`config.mk`:
```
export PLATFORM = sky130hd
export DESIGN_NAME = insn_fetch_seq_flat
export DESIGN_NICKNAME = d
export VERILOG_FILES = /design/src/rtl/insn_fetch_seq_if.sv /design/src/rtl/insn_fetch_seq.sv /design/src/flat_wrapper.sv
export SDC_FILE = /design/constraint.sdc
export NUM_CORES = 1
export LEC_CHECK = 0
export ABC_CLOCK_PERIOD_IN_PS = 2900
export CORE_MARGIN = 2
export CORE_UTILIZATION = 56
export CTS_CLUSTER_DIAMETER = 60
export DETAILED_ROUTE_END_ITERATION = 8
export DONT_BUFFER_PORTS = 1
export PLACE_DENSITY = 0.79
export SYNTH_ARGS = -nofsm -noshare
export SYNTH_HDL_FRONTEND = slang
export SYNTH_SLANG_ARGS = --single-unit
```
`constraint.sdc`:
```
create_clock -name clk -period 2.9 [get_ports clk]
set_clock_uncertainty 0.15 [all_clocks]
set_input_delay 0.145 -clock clk [delete_from_list [all_inputs] [get_ports clk]]
set_output_delay 0.145 -clock clk [all_outputs]
set_load 0.05 [all_outputs]
```
`src/rtl/insn_fetch_seq_if.sv`:
```
// Instruction-memory fetch bus between the fetch sequencer (master) and
// the instruction memory (slave).
interface insn_fetch_seq_if;
    logic        imem_req;
    logic [31:0] imem_addr;
    logic        imem_ack;
    logic [31:0] imem_rdata;

    modport master (
        output imem_req,
        output imem_addr,
        input  imem_ack,
        input  imem_rdata
    );

    modport slave (
        input  imem_req,
        input  imem_addr,
        output imem_ack,
        output imem_rdata
    );
endinterface

```
`src/rtl/insn_fetch_seq.sv`:
```
// Instruction fetch sequencer: IDLE -> FETCH -> EXEC -> FETCH ... with a
// terminal HALT on an illegal opcode or a memory that never acknowledges.
// The fetched word and its one-hot opcode class are held for the decoders
// for the whole EXEC phase.
module insn_fetch_seq #(
    parameter int unsigned EXEC_CYCLES = 2,   // 1..15
    parameter int unsigned ACK_TIMEOUT = 15   // 1..255
) (
    input  logic                clk,
    input  logic                rst_n,
    insn_fetch_seq_if.master    imem,
    input  logic [31:0]         pc_i,
    input  logic                stall_i,
    output logic [31:0]         insn_o,
    output logic [9:0]          code_o,
    output logic                exec_en_o,
    output logic                pc_load_o,
    output logic                fault_o
);

    typedef enum logic [1:0] {
        IDLE  = 2'd0,
        FETCH = 2'd1,
        EXEC  = 2'd2,
        HALT  = 2'd3
    } state_e;

    localparam logic [31:0] NOP_INSN  = 32'h0000_0013;
    localparam logic [9:0]  NOP_CODE  = 10'b00_1000_0000;
    localparam logic [3:0]  EXEC_LAST = 4'(EXEC_CYCLES - 1);
    localparam logic [7:0]  TMO_LIMIT = 8'(ACK_TIMEOUT);

    // One-hot opcode class from bits [6:0]; bit 9 flags an illegal opcode.
    function automatic logic [9:0] decode(input logic [31:0] w);
        case (w[6:0])
            7'b0000011: decode = 10'b01_0000_0000; // load
            7'b0010011: decode = 10'b00_1000_0000; // alu-imm
            7'b0100011: decode = 10'b00_0100_0000; // store
            7'b0110011: decode = 10'b00_0010_0000; // R-type
            7'b1100011: decode = 10'b00_0001_0000; // branch
            7'b0010111: decode = 10'b00_0000_1000; // auipc
            7'b0110111: decode = 10'b00_0000_0100; // lui
            7'b1100111: decode = 10'b00_0000_0010; // jalr
            7'b1101111: decode = 10'b00_0000_0001; // jal
            default:    decode = 10'b10_0000_0000; // illegal
        endcase
    endfunction

    state_e      state_q;
    logic [31:0] insn_q;
    logic [9:0]  code_q;
    logic        imem_req_q;
    logic [31:0] imem_addr_q;
    logic        exec_en_q;
    logic        fault_q;
    logic [3:0]  ecnt_q;
    logic [7:0]  tcnt_q;

    logic [9:0]  code_d;
    logic [7:0]  tcnt_d;
    logic        exec_last;

    // Next-value helpers shared by the FSM and the pc_load decode.
    // NOTE: every always_comb output gets a default first so no path can leave it unassigned and infer a latch.
    always_comb begin
        code_d    = decode(imem.imem_rdata);
        tcnt_d    = tcnt_q + 8'd1;
        exec_last = (ecnt_q == EXEC_LAST);
    end

    // Sequencer FSM with all state and decoder-facing outputs registered.
    // NOTE: sequential state uses non-blocking assignments so every register samples pre-edge values.
    always_ff @(posedge clk or negedge rst_n) begin
        if (!rst_n) begin
            state_q     <= IDLE;
            insn_q      <= NOP_INSN;
            code_q      <= NOP_CODE;
            imem_req_q  <= 1'b0;
            imem_addr_q <= 32'd0;
            exec_en_q   <= 1'b0;
            fault_q     <= 1'b0;
            ecnt_q      <= 4'd0;
            tcnt_q      <= 8'd0;
        end else begin
            unique case (state_q)
                IDLE: begin
                    state_q     <= FETCH;
                    imem_req_q  <= 1'b1;
                    imem_addr_q <= pc_i;
                    tcnt_q      <= 8'd0;
                end
                FETCH: begin
                    if (imem.imem_ack) begin
                        insn_q     <= imem.imem_rdata;
                        code_q     <= code_d;
                        tcnt_q     <= 8'd0;
                        imem_req_q <= 1'b0;
                        ecnt_q     <= 4'd0;
                        if (code_d[9]) begin
                            state_q <= HALT;
                            fault_q <= 1'b1;
                        end else begin
                            state_q   <= EXEC;
                            exec_en_q <= 1'b1;
                        end
                    end else begin
                        tcnt_q <= tcnt_d;
                        if (tcnt_d == TMO_LIMIT) begin
                            state_q    <= HALT;
                            fault_q    <= 1'b1;
                            imem_req_q <= 1'b0;
                        end
                    end
                end
                EXEC: begin
                    if (!exec_last) begin
                        ecnt_q <= ecnt_q + 4'd1;
                    end else if (!stall_i) begin
                        state_q     <= FETCH;
                        ecnt_q      <= 4'd0;
                        exec_en_q   <= 1'b0;
                        imem_req_q  <= 1'b1;
                        imem_addr_q <= pc_i;
                    end
                end
                HALT: begin
                    state_q <= HALT;
                end
                default: begin
                    state_q <= IDLE;
                end
            endcase
        end
    end

    // pc_load must react to stall in the same cycle, so it is decoded from
    // registered state rather than registered itself.
    assign pc_load_o = (state_q == EXEC) && exec_last && !stall_i;

    assign imem.imem_req  = imem_req_q;
    assign imem.imem_addr = imem_addr_q;
    assign insn_o         = insn_q;
    assign code_o         = code_q;
    assign exec_en_o      = exec_en_q;
    assign fault_o        = fault_q;

endmodule

```
`src/flat_wrapper.sv`:
```
// flat-port wrapper written by rule: the top's interface ports become plain ports
module insn_fetch_seq_flat 
#(
    parameter int unsigned EXEC_CYCLES = 2,           
    parameter int unsigned ACK_TIMEOUT = 15            
)
  (clk, rst_n, pc_i, stall_i, insn_o, code_o, exec_en_o, pc_load_o, fault_o, imem_imem_req, imem_imem_addr, imem_imem_ack, imem_imem_rdata);
  insn_fetch_seq_if imem_i ();
  input  logic clk;
  input  logic rst_n;
  input  logic [31:0] pc_i;
  input  logic stall_i;
  output logic [31:0] insn_o;
  output logic [9:0] code_o;
  output logic exec_en_o;
  output logic pc_load_o;
  output logic fault_o;
  output wire logic [$bits(imem_i.imem_req)-1:0] imem_imem_req;
  output wire logic [$bits(imem_i.imem_addr)-1:0] imem_imem_addr;
  input wire logic [$bits(imem_i.imem_ack)-1:0] imem_imem_ack;
  input wire logic [$bits(imem_i.imem_rdata)-1:0] imem_imem_rdata;
  assign imem_imem_req = imem_i.imem_req;
  assign imem_imem_addr = imem_i.imem_addr;
  assign imem_i.imem_ack = imem_imem_ack;
  assign imem_i.imem_rdata = imem_imem_rdata;
  insn_fetch_seq #(.EXEC_CYCLES(EXEC_CYCLES), .ACK_TIMEOUT(ACK_TIMEOUT)) u_core (.clk(clk), .rst_n(rst_n), .imem(imem_i), .pc_i(pc_i), .stall_i(stall_i), .insn_o(insn_o), .code_o(code_o), .exec_en_o(exec_en_o), .pc_load_o(pc_load_o), .fault_o(fault_o));
endmodule
```
* Word-level counts from Yosys, hierarchy flattened
Index checks and enable logic that the tools add are counted.
** Storage, ports and cells
- Flip-flop bits (word level) :: 91
- Output and inout bits :: 78
- Logic and storage cells :: 77
- Input port bits :: 68
** Cells by class
- Equality and inequality tests :: 21
- Reduce and logical (&&, ||, !) cells :: 16
- $add $sub $neg :: 2
- Mux-type cells :: 29
** Operators with widths (count)
- 10-bit one-hot mux with 9 select lines :: 1
- 32-bit 2-to-1 mux :: 2
- 32-bit one-hot mux with 2 select lines :: 1
- 7-bit by 6-bit equality test with 1-bit output, second input constant :: 3
- 7-bit equality test, second input constant :: 3
- 8-bit one-hot mux with 2 select lines :: 1
- 7-bit by 5-bit equality test with 1-bit output, second input constant :: 2
- 1-bit 2-to-1 mux :: 12
- 4-bit 2-to-1 mux :: 3
- 3-bit AND reduction :: 4
- 8-bit by 1-bit adder with 8-bit output, second input constant :: 1
- 8-bit by 4-bit equality test with 1-bit output, second input constant :: 1
- 2-bit 2-to-1 mux :: 4
- 8-bit 2-to-1 mux :: 1
- 2-bit one-hot mux with 4 select lines :: 1
- 4-bit one-hot mux with 2 select lines :: 1
- 2-bit nonzero test :: 4
- 7-bit by 2-bit equality test with 1-bit output, second input constant :: 1
- 2-bit != test, second input constant :: 3
- 5-bit AND reduction :: 1
- 4-bit by 1-bit adder with 4-bit output, second input constant :: 1
- 2-bit equality test, second input constant :: 2
- 4-bit by 1-bit equality test with 1-bit output, second input constant :: 1
- 2-bit by 1-bit != test with 1-bit output, second input constant :: 2
- other kinds (11) :: 12

* Depth between registers and ports, before layout
- Depth after elaboration :: 5
- Depth in mapped cells :: 7

* Worst setup path after synthesis
No wires, ideal clock.
- Kind :: register to register
- Start :: reg u_core.ecnt_q[0]
- End :: reg u_core.imem_addr_q[0] (netlist: u_core.imem.imem_addr[0])
- Buffers on the path :: 1
- Setup time :: 0.125 ns
- Data required time :: 2.625 ns
- Stages on the path, launching flop included :: 7
- Clock period less this slack :: 1.935 ns
- Arrival :: 1.660 ns
- Path slack :: 0.965 ns
- Cells stage by stage :: dfrtp_1 -> ha_1 -> nor4b_4 -> and2_4 -> a21oi_4 -> buf_6 -> mux2_4
** Between the ends
- Word-level cells in the longest chain between the ends :: 3
** RTL lines
- from (decl) :: line insn_fetch_seq.sv:56 : logic [3:0] ecnt_q;
- from (signal assigned) :: line insn_fetch_seq.sv:117 : ecnt_q <= ecnt_q + 4'd1;
- 4-bit by 1-bit equality test with 1-bit output :: line insn_fetch_seq.sv:68 : exec_last = (ecnt_q == EXEC_LAST);
- 2-bit by 1-bit != test with 1-bit output (no source line)
- 3-bit AND reduction (no source line)
- to (signal assigned) :: line insn_fetch_seq.sv:89 : imem_addr_q <= pc_i;
- to (signal assigned) :: line insn_fetch_seq.sv:123 : imem_addr_q <= pc_i;
- to (decl) :: line insn_fetch_seq.sv:53 : logic [31:0] imem_addr_q;
Every way passes these cells.
A chain may end at the register's enable or synchronous reset.

* Worst setup path in the final report
- Start :: reg u_core.state_q[1]
- End :: reg u_core.code_q[1] (netlist: u_core.code_o[1])
** Between the ends
- Word-level cells in the longest chain between the ends :: 2
** RTL lines
- from (decl) :: line insn_fetch_seq.sv:49 : state_e state_q;
- from (signal assigned) :: line insn_fetch_seq.sv:75 : state_q <= IDLE;
- from (signal assigned) :: line insn_fetch_seq.sv:87 : state_q <= FETCH;
- from (signal assigned) :: line insn_fetch_seq.sv:100 : state_q <= HALT;
- 2-bit by 1-bit equality test with 1-bit output :: line insn_fetch_seq.sv:85 : unique case (state_q)
- 2-bit AND reduction (no source line)
- to (signal assigned) :: line insn_fetch_seq.sv:95 : code_q <= code_d;
- to (decl) :: line insn_fetch_seq.sv:51 : logic [9:0] code_q;
Every way passes these cells.

==> metrics list <==
* Outcome: completed
- Global routing used 23.3% of the available tracks across all layers.
- The kind of cell with the highest combined delay along the critical path is buffers and inverters.
* Clock tree from TritonCTS: yes
- Final routed DRC violation total: 0
* Most used standard cell by instance count after synthesis: sky130_fd_sc_hd__dfrtp_1
- Of the available clock period, the critical path in the final layout requires 81.6%.
* Max-cap viol count: 0
- Core Footprint: 6870 um2
* Timing-limited maximum frequency: 0.423 GHz
* Worst-case setup slack after placement: 0.719 ns
- Dividing the detail-routed via count by the number of cells gives 5.65.
- Shortest clock period the worst path allows after layout: 2.37 ns
- CTS Sinks: 91
- The worst setup path is captured at a flop.
* DP HPWL: 5.60 mm
- The max-slew violation count came to 0.
* Synthesized netlist net count: 378
* PortBufs: 0
* Layout net count: 450
- Ranking of synthesized cells by instance count: 87 x sky130_fd_sc_hd__dfrtp_1, 30 x sky130_fd_sc_hd__mux2_2, 30 x sky130_fd_sc_hd__mux2_4
- For the worst setup path, the data arrival time is 2.51 ns.
* Via count of the first global-routing pass: 2,725
- Counting the fill cells in the layout gives 452.
* Crit path max fanout: 22
- The longest clock path from root to sink contains 2 buffers.
* Average wire length per cell after detail routing: 19.4 um
- Post-synthesis cell type with the largest combined area: sky130_fd_sc_hd__dfrtp_1
- Overflow after GRT: 0
- The number of buffers and inverters on the critical path is 3.
- The first global-routing pass estimated 14.0 mm of wire.
- At the end of routability-driven placement, the weighted congestion stood at 0.907.
* Number of DRC markers after the initial detailed-route iteration: 121
- At the later pin of the worst-skew pair, clock insertion delay measures 0.36 ns.
- The first TritonRoute pass finished after 4 iterations.
- Max rail drop VDD: 0.000573 V
- Final design utilization: 73.3%
- Diodes inserted: 0
* Number of resized instances in the post-cts repair step: 0
- The critical path in this run is classified as flop to flop.
* Leakage dissipation: 2.23 nW
* Post-synth ARST share: 100%
- At the pin with the least slew margin, the transition time is 0.523 ns.
- A synthesized cell averages 13.3 um2.
- Headroom to the max-slew limit came out at 65.1%.
* List of cells traversed by the critical path: inv_1 -> ha_1 -> nand2_1 -> buf_4 -> o41ai_1 -> dlygate4sd3_1
* Die area: 7880 um2
- The initial antenna violation count is 0.
* Ys flop type: sky130_fd_sc_hd__dfrtp_1
* CTS root buf: sky130_fd_sc_hd__clkbuf_8
* TritonCTS buffer count: 9
- Sorting the synthesized cells by area gives the leading types as sky130_fd_sc_hd__dfrtp_1 54%, sky130_fd_sc_hd__mux2_4 11%, sky130_fd_sc_hd__mux2_2 8.4%.
- Die Span Y: 88.8 um
- Power comes to 4.30 mW.
* Unrepaired setup endpoints after global routing: false
- In this run, synthesis produced a sequential element count of 91.
- The area growth from synthesis to layout is 25.0%.
- Synthesis produced 302 cells.
- Worst hold slack: 0.00165 ns
- DRT Wirelength: 9.18 mm
* Data required, critical path: 3.04 ns
* Final standard cell area without fillers: 5030 um2
- Die X-Extent: 88.8 um
- Once placement completed, the tool counted placed cells totaling 388.
- After layout, the worst setup slack is 0.533 ns.
* Register clock-pin slew on the reported worst setup and hold paths: 0.08 ns
* Power per Cell Area: 854 nW/um2
- Number of enable flip-flop cells after synthesis: 0
* Starting density of the core: 58.6%
- The worst setup path is launched from a flop.
* Sequential share of the synthesized area: 56.7%
* CTS H-tree lvls: 3
* Site Rows: 30
* Final-layout setup total negative slack: 0 ns
- Portion of synthesized cell area occupied by the leading cell type: 54.1%
- Largest net degree at the start of global routing: 92
* Post-layout instance count excluding filler cells: 474
* Worst hold path class: input port to flop
- Among all stages on the critical path, the largest delay is contributed by sky130_fd_sc_hd__dlygate4sd3_1.
- Of the cells placed in the final design, the portion with a size suffix greater than 1 is 23.0%.
- Detailed routing inserted a total of 2,677 vias.
- Largest stage delay on the critical path: 0.59 ns
- The synthesized netlist contains 50 unique library cells.
- Number of warnings reported in the yosys synthesis log: 0
- Top-level I/O count: 146
- The count of nets left with antenna violations once routing finished came out at 0.
- After synthesis the cells add up to 4030 um2.
- Total count of hold-check failures in the final report: 0
* Final Setup Violations: 0
* Cell area reported after detailed placement: 4100 um2
==> power breakdown <==
part,leakage [nW],switching [mW],total (mW),internal [mW]
clock,0.0985,0.442,0.863,0.422
sequential,1.10,1.22,2.78,1.56
combinational,1.04,0.275,0.651,0.376
total,2.23,1.94,4.30,2.36
==> cell type report <==
class | count | area (um2) | share of cell area, %
Inverter | 8 | 30.0 | 0.597
Timing Repair Buffer | 74 | 763 | 15.2
Clock buffer | 10 | 138 | 2.73
Sequential cell | 91 | 2280 | 45.4
Multi-Input combinational cell | 190 | 1640 | 32.5
Clock inverter | 5 | 63.8 | 1.27
Tap cell | 96 | 120 | 2.39
==> placed cells by master (no fill, tap or decap), drive strengths merged, types with 3 or more instances in the layout <==
cell type	instances
inv	8
clkbuf	10
buf	4
dfrtp	87
clkinv	3
and2	3
nand3	9
nor4b	3
dlygate4sd3	70
mux2	62
o21ai	20
a21oi	3
dfstp	4
ha	8
o31ai	3
a22o	5
nor2	12
nand2	25
==> final timing paths <==
kind / slack (ns) / startpoint / cells after the start / endpoint
max in group asynchronous: 2.03 / rst_n / 2 / u_core.insn_o[4]$_DFFE_PN1P_
min in group asynchronous: 0.19 / rst_n / 2 / u_core.imem.imem_addr[10]$_DFFE_PN0P_
max: 0.53 / u_core.state_q[1]$_DFFE_PN0P_ / 6 / u_core.code_o[1]$_DFFE_PN0P_
min: 0.002 / stall_i / 4 / u_core.exec_en_o$_DFFE_PN0P_
max reg2reg: 0.53 / u_core.state_q[1]$_DFFE_PN0P_ / 6 / u_core.code_o[1]$_DFFE_PN0P_
min reg2reg: 0.38 / u_core.tcnt_q[6]$_DFFE_PN0P_ / 1 / u_core.tcnt_q[6]$_DFFE_PN0P_
==> metal layers <==
| layer | routed length (um) | GRT usage, % | vias to the layer above |
|---|---|---|---|
| met5 | 0 | 0 | - |
| met4 | 103 | 8.13 | 0 |
| met3 | 799 | 6.72 | 12 |
| met2 | 4570 | 37.9 | 113 |
| met1 | 3710 | 30.0 | 1332 |
| li1 | - | - | 1220 |
==> cell families (layout without fill, tap and decap cells) <==
kind of cell / count (synthesis) / in the layout / synth area share, %
flip-flops: 91 / 91 / 56.7
AND/OR/NAND/NOR: 69 / 69 / 9.01
multiplexers: 62 / 62 / 20.1
AO/OA/AOI/OAI: 49 / 49 / 8.55
buffers and inverters: 21 / 97 / 2.67
adder cells (fa/ha/maj): 8 / 8 / 2.49
XOR/XNOR: 2 / 2 / 0.435
==> what timing repair did <==
| item | in CTS | in global routing |
|---|---|---|
| setup endpoints to repair | 0 | 0 |
| setup buffers | 0 | 0 |
| hold endpoints to repair | 172 | 0 |
| hold buffers | 71 | 0 |
==> registers in the layout, summed over array words and instances, names as in the netlist <==
register and flops:
u_core.code_o 10, u_core.insn_o 32, u_core.exec_en_o 1, u_core.state_q 2, u_core.imem.imem_req 1, u_core.ecnt_q 4, u_core.imem.imem_addr 32, u_core.tcnt_q 8
u_core.fault_o 1
==> worst reg2reg max path: stages (launching register included) <==
cell and delay, ns:
sky130_fd_sc_hd__dfrtp_1 0.41, sky130_fd_sc_hd__inv_1 0.09, sky130_fd_sc_hd__ha_1 0.36, sky130_fd_sc_hd__nand2_1 0.12, sky130_fd_sc_hd__buf_4 0.23, sky130_fd_sc_hd__o41ai_1 0.36
sky130_fd_sc_hd__dlygate4sd3_1 0.59
No activity file was read; power rests on OpenSTA's default activity.
